File: src/rtl/jtframe_sdram_bank_mux_pkg.sv
// Shared types and constants for the four-client SDRAM bank front end.
package jtframe_sdram_bank_mux_pkg;
    localparam int NSLOT   = 4;
    localparam int CORE_AW = 23;

    typedef enum logic [1:0] {IDLE, PEND, WAIT, DONE} slot_st_t;
endpackage

File: src/rtl/jtframe_sdram_bank_slot.sv
// Per-client request tracker: request FSM plus the latch for returned read data.
module jtframe_sdram_bank_slot
    import jtframe_sdram_bank_mux_pkg::*;
(
    input  logic        clk,
    input  logic        rst_n,
    input  logic        i_rd,
    input  logic        i_wr,
    input  logic        i_granted,
    input  logic        i_ack,
    input  logic        i_core_wr,
    input  logic        i_rdy,
    input  logic [31:0] i_dout,
    output slot_st_t    o_st,
    output logic        o_ok,
    output logic [31:0] o_dout
);
    slot_st_t    r_st, w_nxt;
    logic        r_is_wr;
    logic [31:0] r_dout;
    logic        w_req;

    assign w_req  = i_rd | i_wr;
    assign o_st   = r_st;
    assign o_ok   = (r_st == DONE);
    assign o_dout = r_dout;

    always_comb begin
        w_nxt = r_st;
        case (r_st)
            IDLE: if (w_req) w_nxt = PEND;
            // An ungranted slot that gives up can leave; a granted one must see its ack
            PEND: if (i_ack) w_nxt = WAIT;
                  else if (!w_req && !i_granted) w_nxt = IDLE;
            WAIT: if (i_rdy) w_nxt = w_req ? DONE : IDLE;
            DONE: if (!w_req) w_nxt = IDLE;
            default: w_nxt = IDLE;
        endcase
    end

    always_ff @(posedge clk or negedge rst_n) begin
        if (!rst_n) begin
            r_st    <= IDLE;
            r_is_wr <= 1'b0;
            r_dout  <= '0;
        end else begin
            r_st <= w_nxt;
            if (i_ack) r_is_wr <= i_core_wr;
            if (r_st == WAIT && i_rdy && w_req && !r_is_wr) r_dout <= i_dout;
        end
    end
endmodule

File: src/rtl/jtframe_sdram_bank_mux.sv
// Round-robin front end issuing one request at a time to the SDRAM bank core;
// client k owns bank k and completions are routed back by ba_rdy.
module jtframe_sdram_bank_mux
    import jtframe_sdram_bank_mux_pkg::*;
#(
    parameter int AW = 22
)(
    input  logic                  clk,
    input  logic                  rst_n,
    input  logic [4*AW-1:0]       slot_addr,
    input  logic [3:0]            slot_rd,
    input  logic [3:0]            slot_wr,
    input  logic [4*16-1:0]       slot_din,
    input  logic [4*2-1:0]        slot_din_m,
    output logic [3:0]            slot_ok,
    output logic [4*32-1:0]       slot_dout,
    output logic [CORE_AW-1:0]    addr,
    output logic                  rd,
    output logic                  wr,
    output logic [1:0]            ba_rq,
    output logic [15:0]           din,
    output logic [1:0]            din_m,
    output logic                  rfsh_en,
    input  logic                  ack,
    input  logic                  rdy,
    input  logic [1:0]            ba_rdy,
    input  logic [31:0]           dout
);
    slot_st_t         w_st [NSLOT];
    logic [AW-1:0]    w_addr [NSLOT];
    logic [15:0]      w_din [NSLOT];
    logic [1:0]       w_din_m [NSLOT];
    logic [NSLOT-1:0] w_pend, w_cand, w_gnt;

    logic             r_gnt_vld;
    logic [1:0]       r_gnt_idx, r_ptr;
    logic             r_rd, r_wr;
    logic [CORE_AW-1:0] r_addr;
    logic [15:0]      r_din;
    logic [1:0]       r_din_m;

    logic             w_ack, w_take, w_found;
    logic [1:0]       w_next, w_idx;

    assign w_ack  = ack & r_gnt_vld;
    assign w_take = ~r_gnt_vld | w_ack;

    generate
        for (genvar k = 0; k < NSLOT; k++) begin : g_slot
            assign w_addr[k]  = slot_addr[k*AW +: AW];
            assign w_din[k]   = slot_din[k*16 +: 16];
            assign w_din_m[k] = slot_din_m[k*2 +: 2];
            assign w_gnt[k]   = r_gnt_vld && (r_gnt_idx == 2'(k));
            assign w_pend[k]  = (w_st[k] == PEND);
            // The slot already on the core bus is never a candidate, even on its ack cycle
            assign w_cand[k]  = w_pend[k] & (slot_rd[k] | slot_wr[k]) & ~w_gnt[k];

            jtframe_sdram_bank_slot u_slot (
                .clk       (clk),
                .rst_n     (rst_n),
                .i_rd      (slot_rd[k]),
                .i_wr      (slot_wr[k]),
                .i_granted (w_gnt[k]),
                .i_ack     (w_ack & w_gnt[k]),
                .i_core_wr (r_wr),
                .i_rdy     (rdy && (ba_rdy == 2'(k))),
                .i_dout    (dout),
                .o_st      (w_st[k]),
                .o_ok      (slot_ok[k]),
                .o_dout    (slot_dout[k*32 +: 32])
            );
        end
    endgenerate

    // Search starts one past the last grant and wraps
    always_comb begin
        w_found = 1'b0;
        w_next  = r_ptr;
        w_idx   = r_ptr;
        for (int i = 1; i <= NSLOT; i++) begin
            w_idx = r_ptr + 2'(i);
            if (!w_found && w_cand[w_idx]) begin
                w_found = 1'b1;
                w_next  = w_idx;
            end
        end
    end

    always_ff @(posedge clk or negedge rst_n) begin
        if (!rst_n) begin
            r_gnt_vld <= 1'b0;
            r_gnt_idx <= 2'd0;
            r_ptr     <= 2'd3;
            r_rd      <= 1'b0;
            r_wr      <= 1'b0;
            r_addr    <= '0;
            r_din     <= '0;
            r_din_m   <= '0;
        end else if (w_take) begin
            if (w_found) begin
                r_gnt_vld <= 1'b1;
                r_gnt_idx <= w_next;
                r_ptr     <= w_next;
                r_rd      <= slot_rd[w_next];
                r_wr      <= ~slot_rd[w_next] & slot_wr[w_next];
                r_addr    <= CORE_AW'(w_addr[w_next]);
                r_din     <= w_din[w_next];
                r_din_m   <= w_din_m[w_next];
            end else begin
                r_gnt_vld <= 1'b0;
                r_rd      <= 1'b0;
                r_wr      <= 1'b0;
            end
        end
    end

    assign rd      = r_rd;
    assign wr      = r_wr;
    assign addr    = r_addr;
    assign ba_rq   = r_gnt_idx;
    assign din     = r_din;
    assign din_m   = r_din_m;
    assign rfsh_en = ~r_gnt_vld & ~(|w_pend);
endmodule
File: config.mk
export PLATFORM = sky130hd
export DESIGN_NAME = jtframe_sdram_bank_mux
export DESIGN_NICKNAME = d
export VERILOG_FILES = /design/src/rtl/jtframe_sdram_bank_mux_pkg.sv /design/src/rtl/jtframe_sdram_bank_slot.sv /design/src/rtl/jtframe_sdram_bank_mux.sv
export SDC_FILE = /design/constraint.sdc
export NUM_CORES = 1
export LEC_CHECK = 0
export CORE_ASPECT_RATIO = 2
export CORE_MARGIN = 2
export CORE_UTILIZATION = 40
export DETAILED_ROUTE_END_ITERATION = 16
export PLACE_DENSITY = 0.77
export REMOVE_ABC_BUFFERS = 1
export SYNTH_ARGS = -nofsm -noshare
export SYNTH_HDL_FRONTEND = slang
export SYNTH_SLANG_ARGS = --single-unit
File: constraint.sdc
create_clock -name clk -period 2.8 [get_ports clk]
set_clock_uncertainty 0.1 [all_clocks]
set_input_delay 0.7 -clock clk [delete_from_list [all_inputs] [get_ports clk]]
set_output_delay 0.7 -clock clk [all_outputs]
set_load 0.03 [all_outputs]
==> metrics <==
initial core utilization ~41%; vias in the first global route ~7.3k; Post-DP Area 0.0132 mm²; area of the die about 0.023 mm²; RR Startpoint ba_rq[0]$_DFFE_PN0P_; post-route ant nets 0; Setup TNS 0 ps; Area Overhead vs Synth 61.2%; Ys Warns 0; Mapped Area 0.00872 mm²; fin cells 1340; Post-CTS Hold Buffers 0; core outline area roughly 0.021 mm²; # nets final 1257; top-area cell type share of the netlist area a little over half; Worst setup EP type flip-flop; Slew @ Worst Pin just under 700 ps; Fin. Hold Viols 0; Cell Rows 76; kind of critical path in2reg; leakage power 6.51 nW; Mapped Cells 620; Post-synth EDFFs 0; Non-Filler Cell Area, Final 0.0141 mm²; first-pass GRT wire length 42.7 mm; Synth cell types 45; Async SR Flop Fraction 100%; worst min-delay path class in2async; unrepaired setup endpoints after global routing false; GRT Util Overall roughly a quarter; status complete, no violations; CTS tree done; Crit Path Max Fanout 18; post-synthesis sequential area ratio between 50% and 60%; CP Data Arrival Time ~2900 ps; layout cells sized above 1 24.9%; Worst-path clk slew 70 ps; # H-tree levels 4; placed cells ~1.3k; Primary FF master, synth dfrtp_1; clock buffer depth 2; final wirelength slightly below 30 mm; # clock sinks 187; WL per Instance 22.1 µm; post-synth top area cell dfrtp_1; Clock Latency Late Sink approximately 440 ps; Die X between 100 and 150 µm; Min Hold Slack slightly above 200 ps; root buf cell clkbuf_16; PD cells approximately 1300 mW/mm²; Crit. Startpoint slot_wr[0]; Peak VDD IR ~0.87 mV; startpoint class of the critical path primary input; CTS buffer count 17; Final setup viols 0; worst rel slew slack 54.6%; Tmin final 2710 ps; syn avg cell area approximately 14 µm²; CP Data Required Time 3030 ps; Max Cap Violations 0; drt pass-1 iters 5; PortBufs between 300 and 400; initial antenna violation count 3; GPL Wtd Cong 0.913; flops & latches, synth roughly 190; FMAX approximately 370 MHz; Slew Viols, Final 0; Via Count 6927; final critical-path share of the clock period 96.9%; Overflow after GRT 0; Die Ht around 210 µm; DR iter-0 viols 182; largest cells by area after synthesis dfrtp_1, mux2_2, mux2i_1, mux2_1, buf_4; Final HPWL DP about 22 mm; largest net degree at the start of global routing 79; Ports ~380; Via density a little over 5; Remaining DRCs 0
power breakdown:
part | internal (mW) | switching, mW | total [mW]
combinational | 5.62 | 5.62 | 11.2
clock | 1.30 | 1.22 | 2.52
sequential | 3.90 | 0.698 | 4.59
stage by stage:
stage / total power, mW / utilization (%) / setup WS [ps]
global route: 19.2 / 65.4 / 15.7
global placement: 15.1 / 61.7 / -420
finish: 18.3 / 65.4 / 87.5
detailed placement: 15.3 / 61.7 / -464
floorplan: 9.86 / - / -3210
CTS: 17.9 / 64.6 / 0.578
cell usage after synthesis (2+ instances only):
cell and count:
nand2b_1 8, buf_2 5, dfrtp_1 185, nand3_1 3
nor2_1 10, a31oi_1 2, buf_1 12, nand3b_1 3
nor3_2 3, buf_4 11, nor3_1 3, o21ai_1 2
inv_1 2, o221a_2 2, dfstp_2 2, clkbuf_1 5
and2_1 4, o21ai_0 7, a21oi_1 5, mux2_2 141
buf_12 4, and3b_1 2, o31ai_1 3, a21o_1 2
nand2_1 18, mux2i_1 125, or4_1 2, mux2_1 32
cell families (layout without fill, tap and decap cells):
| group | Yosys count | in the layout | share of synthesized area, % |
|---|---|---|---|
| buffers and inverters | 40 | 484 | 3.10 |
| other | 1 | 4 | 0.0430 |
| AND/OR/NAND/NOR | 66 | 66 | 4.35 |
| multiplexers | 298 | 298 | 36.7 |
| flip-flops | 187 | 187 | 53.7 |
| AO/OA/AOI/OAI | 28 | 28 | 2.17 |
registers in the layout, summed over array words and instances, names as in the netlist:
signal / count
g_slot.u_slot.o_dout: 128
addr: 22
din: 16
g_slot.u_slot.o_st: 8
g_slot.u_slot.r_is_wr: 4
ba_rq: 2
din_m: 2
r_ptr: 2
r_gnt_vld: 1
rd: 1
wr: 1
cells in the final DEF (no fill, tap or decap), types with 3 or more instances in the layout:
cell type / count
a21oi_1: 5
and2_1: 4
buf_12: 14
buf_4: 49
buf_6: 3
clkbuf_16: 18
clkdlybuf4s50_1: 378
clkinv_8: 5
dfrtp_1: 185
diode_2: 3
inv_6: 4
mux2_1: 32
mux2_2: 141
mux2i_1: 121
mux2i_2: 3
nand2_1: 17
nand2b_1: 8
nand3b_1: 3
nor2_1: 8
nor3_1: 3
nor3_2: 3
o21ai_0: 7
o31ai_1: 3
final cells by class:
| class | instances | area [µm²] |
|---|---|---|
| antenna | 3 | 7.51 |
| clock buffer | 17 | 425 |
| clock inverter | 15 | 201 |
| fill | 1668 | 7430 |
| inverter | 2 | 7.51 |
| multi-input combinational | 393 | 3840 |
| sequential | 187 | 4680 |
| tap | 273 | 342 |
| timing repair buffer | 450 | 4550 |
worst max-delay path, cell delays in order:
cell and delay (ps):
clkdlybuf4s50_1 540, nor2_4 60, or3_1 340, a22oi_1 210, o211ai_1 150, a31oi_4 190
buf_12 150, clkbuf_16 210, mux2i_1 110, mux2_2 270
per-layer routing:
metal  global-route usage (%)  share of wire, %  vias to the layer above
met5                        0                 0                        -
met1                     24.8                33                     3447
met3                     7.11               7.4                       75
met2                     45.4                53                      304
met4                     15.0               5.6                        0
li1                         -                 -                     3101
worst paths after layout:
check                                                               end  slack, ps  cells after the start
worst max-delay path                               addr[16]$_DFFE_PN0P_         90                     10
worst min-delay path             g_slot[3].u_slot.o_dout[3]$_DFFE_PN0P_        200                      1
worst max register to register                     addr[16]$_DFFE_PN0P_        120                     11
worst min register to register  g_slot[2].u_slot.o_dout[23]$_DFFE_PN0P_        390                      1
max in group asynchronous                           addr[8]$_DFFE_PN0P_       1770                      2
min in group clk                g_slot[2].u_slot.o_dout[23]$_DFFE_PN0P_        390                      1
what timing repair did:
action                     4_1_cts  5_1_grt
cloned                           0        1
resized for setup                1       15
buffers inserted                 0       10
hold endpoints to repair         0        0
setup endpoints to repair        1       22
pin swaps                        0        2
Power figures use the tool's default switching activity.
